<file path="config.mk">
export PLATFORM = sky130hd
export DESIGN_NAME = fp_wb_sched_flat
export DESIGN_NICKNAME = d
export VERILOG_FILES = /design/src/rtl/fp_wb_sched_pkg.sv /design/src/rtl/fp_wb_sched_if.sv /design/src/rtl/fp_tag_delay.sv /design/src/rtl/fp_wb_sched.sv /design/src/flat_wrapper.sv
export SDC_FILE = /design/constraint.sdc
export NUM_CORES = 1
export LEC_CHECK = 0
export CAP_MARGIN = 20
export CORE_MARGIN = 2
export CORE_UTILIZATION = 30
export CTS_BUF_LIST = sky130_fd_sc_hd__clkbuf_8
export DETAILED_ROUTE_END_ITERATION = 10
export PLACE_DENSITY = 0.61
export SYNTH_ARGS = -nofsm -noshare
export SYNTH_HDL_FRONTEND = slang
export SYNTH_HIERARCHICAL = 1
export SYNTH_SLANG_ARGS = --single-unit
</file>
<file path="constraint.sdc">
create_clock -name clock -period 4 [get_ports clock]
set_input_delay 0.6 -clock clock [delete_from_list [all_inputs] [get_ports clock]]
set_output_delay 0.6 -clock clock [all_outputs]
set_load 0.005 [all_outputs]
</file>
<file path="src/rtl/fp_wb_sched_pkg.sv">
// Shared FP definitions for the writeback scheduler: widths, unit indices,
// default unit latencies and the write-port payload type.
package fp_wb_sched_pkg;

    localparam int unsigned FP_REG_WIDTH = 43;
    localparam int unsigned REG_IDX_W    = 5;
    localparam int unsigned NUM_UNITS    = 6;

    // Unit indices; lower index wins both at issue and at writeback
    localparam int unsigned U_DIV    = 0;
    localparam int unsigned U_SQRT   = 1;
    localparam int unsigned U_MUL    = 2;
    localparam int unsigned U_ADDSUB = 3;
    localparam int unsigned U_ABS1   = 4;
    localparam int unsigned U_ABS2   = 5;

    // Default issue-to-result latencies
    localparam int unsigned LAT_ADDSUB_DEF = 7;
    localparam int unsigned LAT_MUL_DEF    = 5;
    localparam int unsigned LAT_DIV_DEF    = 14;
    localparam int unsigned LAT_SQRT_DEF   = 12;
    localparam int unsigned LAT_ABS_DEF    = 0;
    localparam int unsigned RES_DEPTH_DEF  = 16;

    typedef logic [FP_REG_WIDTH-1:0] fp_word_t;
    typedef logic [REG_IDX_W-1:0]    reg_idx_t;

    typedef struct packed {
        logic     en;
        reg_idx_t addr;
        fp_word_t data;
    } wb_port_t;

endpackage

</file>
<file path="src/rtl/fp_wb_sched_if.sv">
// Issue / result / writeback bundle between the FP issue logic and the
// writeback scheduler.
//   master : drives issue requests, destinations and unit results
//   slave  : returns grants and the two register-file write ports
interface fp_wb_sched_if;
    import fp_wb_sched_pkg::*;

    logic [NUM_UNITS-1:0]                IssueReq;
    logic [NUM_UNITS-1:0][REG_IDX_W-1:0] IssueDest;
    logic [NUM_UNITS-1:0]                IssueGrant;

    fp_word_t AddSubRes;
    fp_word_t MulRes;
    fp_word_t DivRes;
    fp_word_t SqrtRes;
    fp_word_t AbsOpp1Res;
    fp_word_t AbsOpp2Res;

    logic     WbEn0;
    logic     WbEn1;
    reg_idx_t WbAddr0;
    reg_idx_t WbAddr1;
    fp_word_t WbData0;
    fp_word_t WbData1;

    modport master (
        output IssueReq, IssueDest,
        output AddSubRes, MulRes, DivRes, SqrtRes, AbsOpp1Res, AbsOpp2Res,
        input  IssueGrant,
        input  WbEn0, WbEn1, WbAddr0, WbAddr1, WbData0, WbData1
    );

    modport slave (
        input  IssueReq, IssueDest,
        input  AddSubRes, MulRes, DivRes, SqrtRes, AbsOpp1Res, AbsOpp2Res,
        output IssueGrant,
        output WbEn0, WbEn1, WbAddr0, WbAddr1, WbData0, WbData1
    );
endinterface

</file>
<file path="src/rtl/fp_tag_delay.sv">
// {valid, dest} shift line that tracks an issued op through a unit so its
// tag emerges in the same cycle as the unit's result.
//   clock, nReset : clock, async active-low reset
//   in_valid/dest : tag entering on a granted issue
//   out_valid/dest: tag emerging LEN cycles later (same cycle when LEN = 0)
module fp_tag_delay
    import fp_wb_sched_pkg::*;
#(
    parameter int unsigned LEN = 1
) (
    input  logic     clock,
    input  logic     nReset,
    input  logic     in_valid,
    input  reg_idx_t in_dest,
    output logic     out_valid,
    output reg_idx_t out_dest
);

    if (LEN == 0) begin : g_wire
        // Combinational unit: tag is already aligned with its result
        logic unused_clk_rst;
        assign unused_clk_rst = ^{clock, nReset};
        assign out_valid      = in_valid;
        assign out_dest       = in_dest;
    end else begin : g_line
        logic     valid_q [LEN];
        logic     valid_d [LEN];
        reg_idx_t dest_q  [LEN];
        reg_idx_t dest_d  [LEN];

        // Next stage contents: new tag at stage 0, everything else moves up
        always_comb begin
            valid_d[0] = in_valid;
            dest_d[0]  = in_dest;
            for (int i = 1; i < LEN; i++) begin
                valid_d[i] = valid_q[i-1];
                dest_d[i]  = dest_q[i-1];
            end
        end

        always_ff @(posedge clock or negedge nReset) begin
            if (!nReset) begin
                for (int i = 0; i < LEN; i++) begin
                    valid_q[i] <= 1'b0;
                    dest_q[i]  <= '0;
                end
            end else begin
                valid_q <= valid_d;
                dest_q  <= dest_d;
            end
        end

        assign out_valid = valid_q[LEN-1];
        assign out_dest  = dest_q[LEN-1];
    end

endmodule

</file>
<file path="src/rtl/fp_wb_sched.sv">
// FP writeback scheduler: books register-file write slots at issue time so
// at most two results write back per cycle, then steers emerging results
// onto two registered write ports.
//   clock, nReset : clock, async active-low reset
//   bus (slave)   : IssueReq/IssueDest in, IssueGrant out (combinational),
//                   unit results in, WbEn/WbAddr/WbData x2 out (registered)
module fp_wb_sched
    import fp_wb_sched_pkg::*;
#(
    parameter int unsigned LAT_ADDSUB = LAT_ADDSUB_DEF,
    parameter int unsigned LAT_MUL    = LAT_MUL_DEF,
    parameter int unsigned LAT_DIV    = LAT_DIV_DEF,
    parameter int unsigned LAT_SQRT   = LAT_SQRT_DEF,
    parameter int unsigned LAT_ABS    = LAT_ABS_DEF,
    parameter int unsigned RES_DEPTH  = RES_DEPTH_DEF
) (
    input  logic clock,
    input  logic nReset,
    fp_wb_sched_if.slave bus
);

    localparam int unsigned LAT [NUM_UNITS] =
        '{LAT_DIV, LAT_SQRT, LAT_MUL, LAT_ADDSUB, LAT_ABS, LAT_ABS};

    // res_q[i] = writebacks already booked for i+1 cycles from now
    logic [1:0] res_q [RES_DEPTH];
    logic [1:0] res_d [RES_DEPTH];
    logic [1:0] cnt   [RES_DEPTH];

    logic [NUM_UNITS-1:0] grant_c;
    logic [NUM_UNITS-1:0] emerge_valid;
    reg_idx_t             emerge_dest [NUM_UNITS];
    fp_word_t             unit_res    [NUM_UNITS];

    wb_port_t wb0_q, wb0_d;
    wb_port_t wb1_q, wb1_d;

    assign unit_res[U_DIV]    = bus.DivRes;
    assign unit_res[U_SQRT]   = bus.SqrtRes;
    assign unit_res[U_MUL]    = bus.MulRes;
    assign unit_res[U_ADDSUB] = bus.AddSubRes;
    assign unit_res[U_ABS1]   = bus.AbsOpp1Res;
    assign unit_res[U_ABS2]   = bus.AbsOpp2Res;

    // Priority grant against the booking table, then age the table by one
    // cycle; a unit with latency L writes back L+1 cycles after issue.
    always_comb begin
        grant_c = '0;
        for (int k = 0; k < RES_DEPTH; k++) begin
            cnt[k] = res_q[k];
        end
        for (int u = 0; u < NUM_UNITS; u++) begin
            if (nReset && bus.IssueReq[u] && (cnt[LAT[u]] < 2'd2)) begin
                grant_c[u]   = 1'b1;
                cnt[LAT[u]]  = cnt[LAT[u]] + 2'd1;
            end
        end
        for (int k = 0; k < RES_DEPTH - 1; k++) begin
            res_d[k] = cnt[k+1];
        end
        res_d[RES_DEPTH-1] = '0;
    end

    for (genvar u = 0; u < NUM_UNITS; u++) begin : g_unit
        fp_tag_delay #(
            .LEN (LAT[u])
        ) u_tag_delay (
            .clock     (clock),
            .nReset    (nReset),
            .in_valid  (grant_c[u]),
            .in_dest   (bus.IssueDest[u]),
            .out_valid (emerge_valid[u]),
            .out_dest  (emerge_dest[u])
        );
    end

    // Emerging results fill port 0 then port 1 in unit priority order;
    // address/data hold while a port is idle.
    always_comb begin
        wb0_d    = wb0_q;
        wb1_d    = wb1_q;
        wb0_d.en = 1'b0;
        wb1_d.en = 1'b0;
        for (int u = 0; u < NUM_UNITS; u++) begin
            if (emerge_valid[u]) begin
                if (!wb0_d.en) begin
                    wb0_d = '{en: 1'b1, addr: emerge_dest[u], data: unit_res[u]};
                end else if (!wb1_d.en) begin
                    wb1_d = '{en: 1'b1, addr: emerge_dest[u], data: unit_res[u]};
                end
            end
        end
    end

    always_ff @(posedge clock or negedge nReset) begin
        if (!nReset) begin
            for (int k = 0; k < RES_DEPTH; k++) begin
                res_q[k] <= '0;
            end
            wb0_q <= '0;
            wb1_q <= '0;
        end else begin
            res_q <= res_d;
            wb0_q <= wb0_d;
            wb1_q <= wb1_d;
        end
    end

    assign bus.IssueGrant = grant_c;
    assign bus.WbEn0      = wb0_q.en;
    assign bus.WbAddr0    = wb0_q.addr;
    assign bus.WbData0    = wb0_q.data;
    assign bus.WbEn1      = wb1_q.en;
    assign bus.WbAddr1    = wb1_q.addr;
    assign bus.WbData1    = wb1_q.data;

endmodule

</file>
<file path="src/flat_wrapper.sv">
// flat-port wrapper written by rule: the top's interface ports become plain ports
module fp_wb_sched_flat import fp_wb_sched_pkg::*;
#(
    parameter int unsigned LAT_ADDSUB = LAT_ADDSUB_DEF,
    parameter int unsigned LAT_MUL    = LAT_MUL_DEF,
    parameter int unsigned LAT_DIV    = LAT_DIV_DEF,
    parameter int unsigned LAT_SQRT   = LAT_SQRT_DEF,
    parameter int unsigned LAT_ABS    = LAT_ABS_DEF,
    parameter int unsigned RES_DEPTH  = RES_DEPTH_DEF
)
  (clock, nReset, bus_IssueReq, bus_IssueDest, bus_AddSubRes, bus_MulRes, bus_DivRes, bus_SqrtRes, bus_AbsOpp1Res, bus_AbsOpp2Res, bus_IssueGrant, bus_WbEn0, bus_WbEn1, bus_WbAddr0, bus_WbAddr1, bus_WbData0, bus_WbData1);
  fp_wb_sched_if bus_i ();
  input  logic clock;
  input  logic nReset;
  input wire logic [$bits(bus_i.IssueReq)-1:0] bus_IssueReq;
  input wire logic [$bits(bus_i.IssueDest)-1:0] bus_IssueDest;
  input wire logic [$bits(bus_i.AddSubRes)-1:0] bus_AddSubRes;
  input wire logic [$bits(bus_i.MulRes)-1:0] bus_MulRes;
  input wire logic [$bits(bus_i.DivRes)-1:0] bus_DivRes;
  input wire logic [$bits(bus_i.SqrtRes)-1:0] bus_SqrtRes;
  input wire logic [$bits(bus_i.AbsOpp1Res)-1:0] bus_AbsOpp1Res;
  input wire logic [$bits(bus_i.AbsOpp2Res)-1:0] bus_AbsOpp2Res;
  output wire logic [$bits(bus_i.IssueGrant)-1:0] bus_IssueGrant;
  output wire logic [$bits(bus_i.WbEn0)-1:0] bus_WbEn0;
  output wire logic [$bits(bus_i.WbEn1)-1:0] bus_WbEn1;
  output wire logic [$bits(bus_i.WbAddr0)-1:0] bus_WbAddr0;
  output wire logic [$bits(bus_i.WbAddr1)-1:0] bus_WbAddr1;
  output wire logic [$bits(bus_i.WbData0)-1:0] bus_WbData0;
  output wire logic [$bits(bus_i.WbData1)-1:0] bus_WbData1;
  assign bus_i.IssueReq = bus_IssueReq;
  assign bus_i.IssueDest = bus_IssueDest;
  assign bus_i.AddSubRes = bus_AddSubRes;
  assign bus_i.MulRes = bus_MulRes;
  assign bus_i.DivRes = bus_DivRes;
  assign bus_i.SqrtRes = bus_SqrtRes;
  assign bus_i.AbsOpp1Res = bus_AbsOpp1Res;
  assign bus_i.AbsOpp2Res = bus_AbsOpp2Res;
  assign bus_IssueGrant = bus_i.IssueGrant;
  assign bus_WbEn0 = bus_i.WbEn0;
  assign bus_WbEn1 = bus_i.WbEn1;
  assign bus_WbAddr0 = bus_i.WbAddr0;
  assign bus_WbAddr1 = bus_i.WbAddr1;
  assign bus_WbData0 = bus_i.WbData0;
  assign bus_WbData1 = bus_i.WbData1;
  fp_wb_sched #(.LAT_ADDSUB(LAT_ADDSUB), .LAT_MUL(LAT_MUL), .LAT_DIV(LAT_DIV), .LAT_SQRT(LAT_SQRT), .LAT_ABS(LAT_ABS), .RES_DEPTH(RES_DEPTH)) u_core (.clock(clock), .nReset(nReset), .bus(bus_i));
endmodule
</file>
### After elaboration in Yosys (flattened, before gate mapping)

Index checks and enable logic that the tools add are counted.

* add/sub/neg operators: 4
* order comparisons: 5
* muxes and demuxes: 36
* reductions and logical operators: 11

Operators with widths (number)
* 49-bit two-way mux: 16
* 48-bit two-way mux: 9
* 1-bit logical AND: 11
* 2-bit less-than comparator (second input constant): 5
* 2-bit by 1-bit adder with 2-bit output (second input constant): 4
* 2-bit two-way mux: 4
* 1-bit two-way mux: 7

* register bits after elaboration: 354
* bits of input ports: 296
* output and inout bits: 104
* logic and storage cells: 152

### Logic depth before layout (Yosys ltp)

Gate-level depths: netlist of run 1.

* word-level depth: 15
* depth in mapped cells: 9
* gate-level depth less buffers: 6

### Cells and area by module

The synthesis of run 1 kept the hierarchy.

By module, submodules not included
* fp_wb_sched: times used 1, cells an instance 1147, area each 9586.7 sq um, sequential area each 3103.0 sq um
* fp_tag_delay (u_core.g_unit[0].u_tag_delay): times used 1, cells an instance 84, area each 2102.0 sq um, sequential area each 2102.0 sq um
* fp_tag_delay (u_core.g_unit[1].u_tag_delay): times used 1, cells an instance 72, area each 1801.7 sq um, sequential area each 1801.7 sq um
* fp_tag_delay (u_core.g_unit[3].u_tag_delay): times used 1, cells an instance 42, area each 1051.0 sq um, sequential area each 1051.0 sq um
* fp_tag_delay (u_core.g_unit[2].u_tag_delay): times used 1, cells an instance 30, area each 750.7 sq um, sequential area each 750.7 sq um
* fp_tag_delay (u_core.g_unit[4].u_tag_delay ...): times used 2, cells an instance 6, area each 45.0 sq um, sequential area each 0.0 sq um

### Worst setup path after synthesis of run 1

No wires, ideal clock.

* path kind: input -> register
* start: in nReset
* end: reg u_core.wb1_q (netlist bit u_core/bus.WbData1[16])
* arrival time: 2034 ps
* path slack: 1843 ps
* stages: 8
* path buffers: 2
* cells stage by stage: nand3b_1 > a21oi_1 > buf_4 > nand2b_1 > a2111oi_4 > nor2_4 > buf_6 > o221a_1

RTL lines
* start: declaration: line flat_wrapper.sv:14 `input logic nReset;`
* end signal: assignment: line fp_wb_sched.sv:105 `wb1_q <= wb1_d;`
* end: declaration: line fp_wb_sched.sv:36 `wb_port_t wb1_q, wb1_d;`

==> results of run 1 <==
-- routing by layer --
| layer | part of all wire | wire length (um) | global-route usage |
|---|---|---|---|
| met5 | 0.00067 | 41 | 0 |
| met4 | 0.046 | 2810 | 0.104 |
| met3 | 0.10 | 6400 | 0.0632 |
| met2 | 0.46 | 28200 | 0.361 |
| met1 | 0.39 | 23600 | 0.278 |
-- final cells by class --
cell class | instances | area share
sequential | 352 | 0.417
multi-input combinational | 853 | 0.269
timing repair buffer | 431 | 0.204
clock buffer | 83 | 0.0539
tap | 672 | 0.0397
clock inverter | 31 | 0.0102
inverter | 34 | 0.00603
antenna | 4 | 0.000473
-- registers in the layout, indices dropped and copies added, names as in the netlist --
name                                      flops
u_core/bus.WbEn1                              1
u_core/g_unit.u_tag_delay/out_valid           4
u_core/bus.WbData0                           43
u_core/g_unit.u_tag_delay/out_dest           20
u_core/g_unit.u_tag_delay/g_line.valid_d     34
u_core/bus.WbData1                           43
u_core/res_q                                  7
u_core/bus.WbAddr1                            5
u_core/g_unit.u_tag_delay/g_line.dest_d     170
u_core/cnt                                   19
u_core/bus.WbEn0                              1
u_core/bus.WbAddr0                            5
-- worst max-delay path: stages, from the launching register on --
cell and delay, ps:
dfrtp_4 630, nor2_4 610, nand3_4 840, o2111ai_1 600, a31oi_1 150
-- what timing repair did --
item,4_1_cts,5_1_grt
hold endpoints to repair,12,0
setup endpoints to repair,0,0
hold buffers,1,0
-- logic make-up after synthesis --
| family | Yosys count | synth area share |
|---|---|---|
| AO/OA/AOI/OAI | 484 | 0.223 |
| multiplexers | 31 | 0.0202 |
| flip-flops | 352 | 0.573 |
| buffers and inverters | 182 | 0.0599 |
| AND/OR/NAND/NOR | 331 | 0.120 |
| adder cells (fa/ha/maj) | 2 | 0.00155 |
| XOR/XNOR | 5 | 0.00334 |
-- layout by cell type (no fill, tap or decap), types with 4 or more instances in the layout --
master and n:
clkbuf_8 83, nand2_1 53, o32a_1 31, mux2i_1 31
nor2_1 52, o221a_1 16, nor3_1 49, clkinv_2 9
inv_1 49, o211ai_1 65, dfrtp_4 4, diode_2 4
nor2b_1 95, o21ai_0 129, o2111ai_1 64, a31oi_1 48
o32ai_1 16, o311ai_1 16, nand2b_1 18, clkdlybuf4s50_1 398
o31ai_1 17, buf_4 24, o21a_1 17, a21oi_1 51
nor3b_1 47, buf_12 6, dfrtp_1 348
-- per-stage QoR --
| stage | std cells | worst slack, ps |
|---|---|---|
| final | 2460 | 955 |
| after global routing | 2459 | 892 |
| after CTS | 2455 | 999 |
| after detailed placement | 2340 | 953 |
| after global placement | 2340 | 951 |
| after floorplan | 1387 | 1840 |
-- Yosys cell counts (2+ instances only) --
| cell type | count |
|---|---|
| o32a_1 | 31 |
| dfrtp_1 | 352 |
| a21oi_1 | 51 |
| o311ai_1 | 16 |
| o21a_1 | 17 |
| nor3_1 | 49 |
| buf_6 | 10 |
| nor2_1 | 52 |
| clkbuf_1 | 59 |
| nand2_1 | 54 |
| inv_1 | 34 |
| nand2b_1 | 18 |
| buf_4 | 26 |
| nand3b_1 | 2 |
| o211ai_1 | 65 |
| and2_1 | 4 |
| o221a_1 | 16 |
| nor2b_1 | 95 |
| buf_2 | 49 |
| nor3b_1 | 47 |
| a21o_1 | 2 |
| o21ai_0 | 129 |
| mux2i_1 | 31 |
| xor2_1 | 3 |
| o2111ai_1 | 64 |
| o31ai_1 | 17 |
| clkbuf_2 | 3 |
| a31oi_1 | 48 |
| o32ai_1 | 16 |
-- power groups by stage --
stage | clock, W | combinational (W) | sequential [W]
3_3_place_gp | 0 | 0.00206 | 0.00428
2_1_floorplan | 0 | 0.000839 | 0.00419
4_1_cts | 0.00366 | 0.00210 | 0.00423
3_5_place_dp | 0 | 0.00209 | 0.00429
6_report | 0.00353 | 0.00211 | 0.00423
5_1_grt | 0.00382 | 0.00224 | 0.00426
-- path summary, 6_finish.rpt --
check	startpoint	slack, ps	endpoint	depth (start not counted)
worst max-delay path	u_core/g_unit[0].u_tag_delay/out_valid$_DFF_PN0_	960	u_core/bus.WbData0[0]$_DFF_PN0_	4
min in group asynchronous	nReset	350	u_core/cnt[4]$_DFF_PN0_	2
worst min register to register	u_core/g_unit[3].u_tag_delay/g_line.dest_d[3]$_DFF_PN0_	320	u_core/g_unit[3].u_tag_delay/out_dest[3]$_DFF_PN0_	0
max in group asynchronous	nReset	1590	u_core/g_unit[3].u_tag_delay/g_line.dest_d[17]$_DFF_PN0_	4
worst max register to register	u_core/g_unit[0].u_tag_delay/out_valid$_DFF_PN0_	960	u_core/bus.WbData0[0]$_DFF_PN0_	4
worst min-delay path	u_core/g_unit[3].u_tag_delay/g_line.dest_d[3]$_DFF_PN0_	320	u_core/g_unit[3].u_tag_delay/out_dest[3]$_DFF_PN0_	0
==> implementation parameters, run 1 <==
Parameter                              Value

Finish
  Total Nets Final ... 2029
  Layout overhead on the synthesized area ... 37.7%
  Ratio of cells with drive above 1 in the final layout ... 0.0869
  Post-route core utilization ... 0.420
  Final cell area excluding filler cells ... 21200 um2
  Area of all sequential standard cells ... 8820 um2
  Multi-input logic area ... 5690 um2
  Fillcell total ... 4763

Placement
  Cell area after placement ... 19800 um2
  Routability cong. ... 0.923
  HPWL after detailed placement ... 38.9 mm
  Count of buffers from port buffering ... 399

Clock network
  Maximum number of buffers from clock root to sink ... 3
  TritonCTS Sinks ... 352
  Post-CTS setup buffers ... 0
  Number of instances resized during post-cts repair ... 0
  Number of buffers created by CTS ... 60
  Number of H-tree levels ... 2
  Worst skew pair latency ... 690 ps
  Clock-pin slew reported for the worst setup and hold paths after clock tree synthesis ... 60 ps
  TritonCTS clock tree ... built
  CTS root buffer ... clkbuf_8

Power and ir drop
  Fraction of power consumed by the clock network ... 0.358
  Sequential group share of total power ... 0.428
  Sum of internal, switching and leakage power ... 0.00987 W
  Sw frac ... 0.282
  Power Internal ... 0.00709 W
  Worst ir drop on vdd ... 0.000266 V
  Psw ... 0.00278 W
  Areal power density over the cells ... 466 nW/um2
  Pleak ... 8.26 nW
  Relative contribution of combinational cells to total power ... 0.214

Logic synthesis
  Asr flop ratio synth ... 1.00
  Syn Std Cell Area ... 15400 um2
  Mapped Cells ... 1387
  Top-area cell type share of the netlist area ... 0.573
  Largest area contributor in the netlist ... dfrtp_1
  Number of nets in the synthesized netlist ... 1684
  Sequential element share of the synthesized area ... 0.573
  Register bit count reported by yosys ... 352
  Biggest area contributors in the synthesized netlist ... dfrtp_1, o21ai_0, nor2b_1
  Yosys warns ... 6
  Post-synth EDFFs ... 0
  Most used flip-flop cell after synthesis ... dfrtp_1
  Library cells used by synthesis ... 56
  Average size of a mapped cell ... 11.1 um2

GRT
  Largest net degree at the start of global routing ... 162
  Global Route Usage Sum ... 0.224
  Overflow left after global routing ... 0
  Number of antenna violations at the first check in global routing ... 7
  First-pass GRT wire length ... 89.4 mm
  Vias in the first global route ... 13600

Detailed routing
  Average detailed-routed wire length per instance ... 24.8 um
  Number of DRC violations after detailed routing ... 0
  Via total after detailed routing ... 13400
  Post-detailed-route via-to-cell ratio ... 5.45
  Remaining antenna violation count after routing ... 0
  Iter 0 DRT Violations ... 1360
  Total detailed-routing wirelength ... 61.1 mm
  TritonRoute pass-1 iters ... 6

Die
  Cell Rows ... 82
  Core area ... 50400 um2
  Count of boundary I/O pins ... 400
  Starting Density ... 0.305
  Die Wd ... 230 um
  Vertical die dimension ... 230 um
  Total Die Area ... 53100 um2

Timing
  Least-Margin Pin Slew ... 1150 ps
  Setup repair after global routing missed its margin ... no
  Final Hold Viols ... 0
  Final Critical Period ... 3040 ps
  Worst rel slew slack ... 0.234
  Setup TNS ... 0 ps
  Pins over their slew limit ... 0
  Final-report setup violation count ... 0
  Hold slack ... 324 ps
  Period utilization ... 0.761
  Final Skew ... 28.5 ps
  Fmax ... 328 MHz

Critical path
  Critical path startpoint category ... register
  Maximum fanout along the worst path ... 48
  Kind of end point of the critical path ... register
  Data arrival time of the critical path ... 3540 ps
  Class of the most critical setup path ... reg -> reg
  CP Data Required Time ... 4490 ps

Outcome
  Run status ... complete, no violations

Run
  Max-cap viol count ... 0

Worst hold path
  Class of the worst hold path ... reg -> reg
Power figures use the tool's default switching activity.
==> run 2, diff against run 1 <==
- clock period: 4 -> 3.15 ns (I/O delays scaled with it)
==> run 2 against run 1 <==
Count of clock-buffer cells in the layout down 6. Routed wire length up 2.0%. Global-route usage up 0.41 points. Largest power group unchanged. Register-to-register slack worse by 440 ps. Clock skew up 12 ps. Design area up 0.12%. Die area unchanged. Final cell count up 0.41%. Critical path type is now in -> out. Non-clock buffer count up 18. Worst hold slack worse by 68 ps. Sequential power up 27%. Setup slack worse by 590 ps.
==> implementation parameters, run 2 (synthesis results as in run 1) <==
Parameter                              Value

Outcome
  Run status ... complete, no violations (unchanged)

Critical path
  Critical path startpoint category ... input pin (was register)
  Kind of end point of the critical path ... output port (was register)
  Startpoint of the worst register-to-register path ... u_core/g_unit[2].u_tag_delay/out_valid$_DFF_PN0_ (was u_core/g_unit[0].u_tag_delay/out_valid$_DFF_PN0_)
  Depth of the most critical reg-to-reg path ... 4 (unchanged)
  Worst setup path end ... bus_IssueGrant[4] (was u_core/bus.WbData0[0]$_DFF_PN0_)
  Critical path startpoint ... nReset (was u_core/g_unit[0].u_tag_delay/out_valid$_DFF_PN0_)
  CP Data Required Time ... 2680 ps (was 4490 ps)
  Worst R2R End ... u_core/bus.WbData1[31]$_DFF_PN0_ (was u_core/bus.WbData0[0]$_DFF_PN0_)
  R2r setup slk ... 520 ps (was 960 ps)
  Class of the most critical setup path ... in -> out (was reg -> reg)
  Data arrival time of the critical path ... 2310 ps (was 3540 ps)
  Maximum fanout along the worst path ... 29 (was 48)

Timing
  Hold slack ... 256 ps (was 324 ps)
  Pins over their slew limit ... 0 (unchanged)
  Fmax ... 359 MHz
  Final Hold Viols ... 0 (unchanged)
  Worst rel slew slack ... 0.290 (was 0.234)
  Setup repair after global routing missed its margin ... no (unchanged)
  Final-report setup violation count ... 0 (unchanged)
  Worst path setup slack after routing ... 367 ps (was 955 ps)
  Period utilization ... 0.883
  Final Critical Period ... 2780 ps
  Setup TNS ... 0 ps (unchanged)
  Least-Margin Pin Slew ... 1060 ps (was 1150 ps)
  Final Skew ... 40.0 ps (was 28.5 ps)

Power and ir drop
  Worst ir drop on vdd ... 0.000333 V (was 0.000266 V)
  Areal power density over the cells ... 581 nW/um2 (was 466 nW/um2)
  Pleak ... 8.31 nW (was 8.26 nW)

Finish
  Final cell area excluding filler cells ... 21200 um2 (about the same)
  Total Nets Final ... 2047 (was 2029)
  Fillcell total ... 4798 (was 4763)
  Number of flip-flops in the largest register ... 170 (unchanged)
  Leading cell types in the layout, fill and taps excluded ... clkdlybuf4s50_1, dfrtp_1, o21ai_0 (unchanged)
  Layout overhead on the synthesized area ... 37.9% (was 37.7%)
  Post-route core utilization ... 0.421 (was 0.420)
  Ratio of cells with drive above 1 in the final layout ... 0.0929 (was 0.0869)
  Multi-input logic area ... 5690 um2 (unchanged)
  Area of all sequential standard cells ... 8820 um2 (unchanged)
  Most frequent standard cell in the layout excluding fill and tap cells ... clkdlybuf4s50_1 (unchanged)

Detailed routing
  Number of DRC violations after detailed routing ... 0 (unchanged)
  TritonRoute pass-1 iters ... 5 (was 6)
  Post-detailed-route via-to-cell ratio ... 5.50 (was 5.45)
  Iter 0 DRT Violations ... 1521 (was 1360)
  Average detailed-routed wire length per instance ... 25.2 um (was 24.8 um)
  Total detailed-routing wirelength ... 62.3 mm (was 61.1 mm)
  Via total after detailed routing ... 13600 (was 13400)
  Remaining antenna violation count after routing ... 0 (unchanged)

GRT
  Largest net degree at the start of global routing ... 130 (was 162)
  Overflow left after global routing ... 0 (unchanged)
  Vias in the first global route ... 13500 (was 13600)
  First-pass GRT wire length ... 90.8 mm (was 89.4 mm)
  Global Route Usage Sum ... 0.228 (was 0.224)
  Number of antenna violations at the first check in global routing ... 6 (was 7)

Die
  Die Wd ... 230 um (unchanged)
  Starting Density ... 0.305 (unchanged)
  Vertical die dimension ... 230 um (unchanged)
  Count of boundary I/O pins ... 400 (unchanged)
  Total Die Area ... 53100 um2 (unchanged)
  Core area ... 50400 um2 (unchanged)
  Cell Rows ... 82 (unchanged)

Clock network
  CTS root buffer ... clkbuf_8 (unchanged)
  Worst skew pair latency ... 670 ps (was 690 ps)
  Maximum number of buffers from clock root to sink ... 3 (unchanged)
  TritonCTS Sinks ... 352 (unchanged)
  TritonCTS clock tree ... built (unchanged)
  Number of buffers created by CTS ... 60 (unchanged)
  Number of H-tree levels ... 2 (unchanged)
  Number of instances resized during post-cts repair ... 0 (unchanged)
  Clock-pin slew reported for the worst setup and hold paths after clock tree synthesis ... 60 ps (about the same)

Placement
  Count of buffers from port buffering ... 399 (unchanged)
  Routability cong. ... 0.951 (was 0.923)
  Post-placement worst setup slack ... 474 ps (was 953 ps)
  Cell area after placement ... 19900 um2 (was 19800 um2)
  HPWL after detailed placement ... 41.9 mm (was 38.9 mm)

Worst hold path
  Class of the worst hold path ... in -> async (was reg -> reg)

Run
  Max-cap viol count ... 0 (unchanged)
run 2: cell count changes in the layout (fill, tap and decap cells not counted), sizes merged:
cell,previous run,this run
diode,4,1
inv,52,54
clkbuf,83,77
buf,32,50
bufinv,2,1
run 2: layout make-up:
type	instances	area share
Inverter	34	0.00602
Multi-Input combinational cell	853	0.269
Clock buffer	77	0.0500
Antenna cell	1	0.000118
Sequential cell	352	0.416
Clock inverter	32	0.00968
Tap cell	672	0.0397
Timing Repair Buffer	449	0.210
run 2: through the flow:
stage | total power, W | instances
4_1_cts | 0.0125 | 2469
3_5_place_dp | 0.00816 | 2359
3_3_place_gp | 0.00811 | 2359
2_1_floorplan | 0.00639 | 1387
6_report | 0.0123 | 2470
5_1_grt | 0.0129 | 2469
run 2: layer usage:
metal  part of all wire  up-vias  global-route usage
met4              0.043       10              0.0972
met3              0.097      161              0.0634
met2               0.46      836               0.363
met5             0.0010        -                   0
li1                   -     5845                   -
met1               0.40     6731               0.292
run 2: timing repair:
action	in CTS	in global routing
endpoints found under the hold margin	54	0
endpoints found under the setup margin	0	0
setup buffers	0	0
hold buffers	1	0
run 2: worst max-delay path, stage by stage:
cell	delay [ps]
dlygate4sd3_1	560
buf_8	240
and3b_2	400
clkdlybuf4s50_1	600
run 2: worst min-delay path by stage:
stage / slack (ps) / to / from
after floorplan: 180 / u_core/bus.WbAddr0[0]$_DFF_PN0_ / nReset
after global placement: 330 / u_core/g_unit[0].u_tag_delay/out_dest[2]$_DFF_PN0_ / u_core/g_unit[0].u_tag_delay/g_line.dest_d[2]$_DFF_PN0_
after detailed placement: 330 / u_core/cnt[14]$_DFF_PN0_ / u_core/cnt[12]$_DFF_PN0_
after CTS: 190 / u_core/g_unit[0].u_tag_delay/g_line.dest_d[63]$_DFF_PN0_ / bus_IssueDest[3]
after global routing: 190 / u_core/g_unit[2].u_tag_delay/g_line.dest_d[18]$_DFF_PN0_ / bus_IssueDest[13]
final: 260 / u_core/bus.WbData0[8]$_DFF_PN0_ / nReset
run 2: power breakdown:
group          internal [W]  switching, W  total [W]  leakage [nW]
registers           0.00503      0.000354    0.00538          4.15
clock network       0.00230       0.00193    0.00423         0.719
logic               0.00147       0.00125    0.00272          3.44
total               0.00879       0.00354     0.0123          8.31
==> run 3, diff against run 2 <==
==> constraint.sdc (replaced) <==
create_clock -name clock -period 3.15 [get_ports clock]
set_input_delay 0.315 -clock clock [delete_from_list [all_inputs] [get_ports clock]]
set_output_delay 0.315 -clock clock [all_outputs]
set_load 0.005 [all_outputs]
==> run 3 against run 2 <==
Design area is 0.61% higher. Routed wire length is 2.4% lower. Non-clock buffer count shrank 4. Count of clock-buffer cells in the layout stayed put. Core utilization rose by 0.26 points. Worst hold slack got worse by 190 ps. Sequential power hardly changed. Clock skew up 2.3 ps. Setup slack better by 120 ps. Largest power group unchanged.
==> implementation parameters, run 3 (synthesis results as in run 1) <==
Parameter                              Value

Outcome
  Run status ... complete, no violations (unchanged)

Clock network
  TritonCTS Sinks ... 352 (unchanged)
  Number of H-tree levels ... 2 (unchanged)
  TritonCTS clock tree ... built (unchanged)
  Number of buffers created by CTS ... 58 (was 60)
  Number of instances resized during post-cts repair ... 0 (unchanged)
  Maximum number of buffers from clock root to sink ... 3 (unchanged)
  Worst skew pair latency ... 660 ps (was 670 ps)
  CTS root buffer ... clkbuf_8 (unchanged)
  Clock-pin slew reported for the worst setup and hold paths after clock tree synthesis ... 60 ps (about the same)

Finish
  Total Nets Final ... 2041 (was 2047)
  Number of flip-flops in the largest register ... 170 (unchanged)
  Post-route core utilization ... 0.424 (was 0.421)
  Ratio of cells with drive above 1 in the final layout ... 0.0922 (was 0.0929)
  Leading cell types in the layout, fill and taps excluded ... clkdlybuf4s50_1, dfrtp_1, o21ai_0 (unchanged)
  Most frequent standard cell in the layout excluding fill and tap cells ... clkdlybuf4s50_1 (unchanged)
  Layout overhead on the synthesized area ... 38.7% (was 37.9%)
  Fillcell total ... 4835 (was 4798)

Timing
  Final-report setup violation count ... 0 (unchanged)
  Fmax ... 376 MHz (was 359 MHz)
  Setup TNS ... 0 ps (unchanged)
  Pins over their slew limit ... 0 (unchanged)
  Final Hold Viols ... 0 (unchanged)
  Worst rel slew slack ... 0.333 (was 0.290)
  Final Skew ... 42.3 ps (was 40.0 ps)
  Final Critical Period ... 2660 ps (was 2780 ps)
  Hold slack ... 61.4 ps (was 256 ps)
  Period utilization ... 0.845 (was 0.883)
  Least-Margin Pin Slew ... 1000 ps (was 1060 ps)
  Setup repair after global routing missed its margin ... no (unchanged)

Critical path
  Dominant delay contributor by cell family on the critical path ... compound AO/OA/AOI/OAI gates (was buffers and inverters)
  Critical path startpoint category ... register (was input pin)
  Depth of the most critical reg-to-reg path ... 5 (was 4)
  Startpoint of the worst register-to-register path ... u_core/g_unit[1].u_tag_delay/out_valid$_DFF_PN0_ (was u_core/g_unit[2].u_tag_delay/out_valid$_DFF_PN0_)
  Critical path buffer and inverter count ... 2 (was 3)
  Kind of end point of the critical path ... register (was output port)
  Class of the most critical setup path ... reg -> reg (was in -> out)
  Cell-by-cell trace of the critical path ... buf_4 -> inv_1 -> a211oi_4 -> o21ai_2 -> o221a_1 (was dlygate4sd3_1 -> buf_8 -> and3b_2 -> clkdlybuf4s50_1)
  Critical path startpoint ... u_core/g_unit[1].u_tag_delay/out_valid$_DFF_PN0_ (was nReset)
  Cell type of the slowest stage on the worst timing path ... dfrtp_4 (was clkdlybuf4s50_1)
  Worst R2R End ... u_core/bus.WbData1[0]$_DFF_PN0_ (was u_core/bus.WbData1[31]$_DFF_PN0_)
  R2r setup slk ... 490 ps (was 520 ps)
  CP Data Required Time ... 3670 ps (was 2680 ps)
  CP max stage delay ... 860 ps (was 600 ps)
  Maximum fanout along the worst path ... 57 (was 29)
  Total stage count of the critical path ... 5 (was 4)
  Data arrival time of the critical path ... 3190 ps (was 2310 ps)

Power and ir drop
  Worst ir drop on vdd ... 0.000396 V (was 0.000333 V)
  Areal power density over the cells ... 596 nW/um2 (was 581 nW/um2)
  Pleak ... 8.34 nW (was 8.31 nW)

Detailed routing
  TritonRoute pass-1 iters ... 9 (was 5)
  Average detailed-routed wire length per instance ... 24.7 um (was 25.2 um)
  Number of DRC violations after detailed routing ... 0 (unchanged)
  Total detailed-routing wirelength ... 60.8 mm (was 62.3 mm)
  Via total after detailed routing ... 13300 (was 13600)
  Iter 0 DRT Violations ... 1224 (was 1521)
  Remaining antenna violation count after routing ... 0 (unchanged)
  Post-detailed-route via-to-cell ratio ... 5.41 (was 5.50)

GRT
  Overflow left after global routing ... 0 (unchanged)
  Global Route Usage Sum ... 0.223 (was 0.228)
  Largest net degree at the start of global routing ... 174 (was 130)
  First-pass GRT wire length ... 89.6 mm (was 90.8 mm)
  Vias in the first global route ... 13400 (was 13500)
  Number of antenna violations at the first check in global routing ... 7 (was 6)

Die
  Cell Rows ... 82 (unchanged)
  Core area ... 50400 um2 (unchanged)
  Count of boundary I/O pins ... 400 (unchanged)
  Vertical die dimension ... 230 um (unchanged)
  Die Wd ... 230 um (unchanged)
  Starting Density ... 0.305 (unchanged)
  Total Die Area ... 53100 um2 (unchanged)

Placement
  Count of buffers from port buffering ... 399 (unchanged)
  HPWL after detailed placement ... 40.8 mm (was 41.9 mm)
  Routability cong. ... 0.966 (was 0.951)

Run
  Max-cap viol count ... 0 (unchanged)

Worst hold path
  Class of the worst hold path ... in -> async (unchanged)
## run 3: cell types whose count changed in the layout (fill, tap and decap cells not counted)
cell,previous run,this run
buf_12,6,8
bufinv_16,1,6
inv_12,0,1
diode_2,1,4
clkinv_2,9,8
buf_16,0,1
inv_16,2,1
buf_4,43,36
clkinvlp_4,2,0
inv_1,50,45
## run 3: worst max-delay path by stage
stage / to / slack (ps)
after CTS: bus_IssueGrant[2] / 430
after detailed placement: u_core/bus.WbData1[40]$_DFF_PN0_ / 520
after floorplan: u_core/bus.WbData1[16]$_DFF_PN0_ / 1170
after global routing: bus_IssueGrant[3] / 310
after global placement: u_core/bus.WbData1[2]$_DFF_PN0_ / 470
final: u_core/bus.WbData1[0]$_DFF_PN0_ / 490
## run 3: metrics by stage
step                      instance area, um2  power [W]  instances  setup slack, ps
final                                  21300     0.0127       2466              489
after global routing                   21300     0.0133       2465              306
after CTS                              21300     0.0129       2461              434
after detailed placement               19900    0.00813       2354              517
after global placement                 19900    0.00809       2354              469
after floorplan                        15400    0.00639       1387             1170
## run 3: final cells by class
type                            count  area, um2  area share
Antenna cell                        4       10.0    0.000469
Clock buffer                       77       1060      0.0497
Timing Repair Buffer              445       4470       0.209
Inverter                           34        128     0.00598
Tap cell                          672        841      0.0394
Multi-Input combinational cell    853       5690       0.267
Sequential cell                   352       8820       0.414
Clock inverter                     29        313      0.0147
## run 3: per-layer routing
layer,up-vias,track usage,routed length [um]
met5,-,0,49
met4,8,0.0917,2400
met3,137,0.0579,5880
met2,774,0.358,28400
met1,6606,0.288,24100
li1,5818,-,-
## run 3: timing repair
action | CTS | global route
endpoints found under the setup margin | 0 | 0
hold buffers | 1 | 0
endpoints found under the hold margin | 104 | 0
buffers inserted | 0 | 0
## run 3: power breakdown
group | internal (W) | switching (W) | total [W]
logic | 0.00147 | 0.00122 | 0.00268
clock network | 0.00270 | 0.00193 | 0.00463
registers | 0.00503 | 0.000372 | 0.00540
total | 0.00919 | 0.00351 | 0.0127
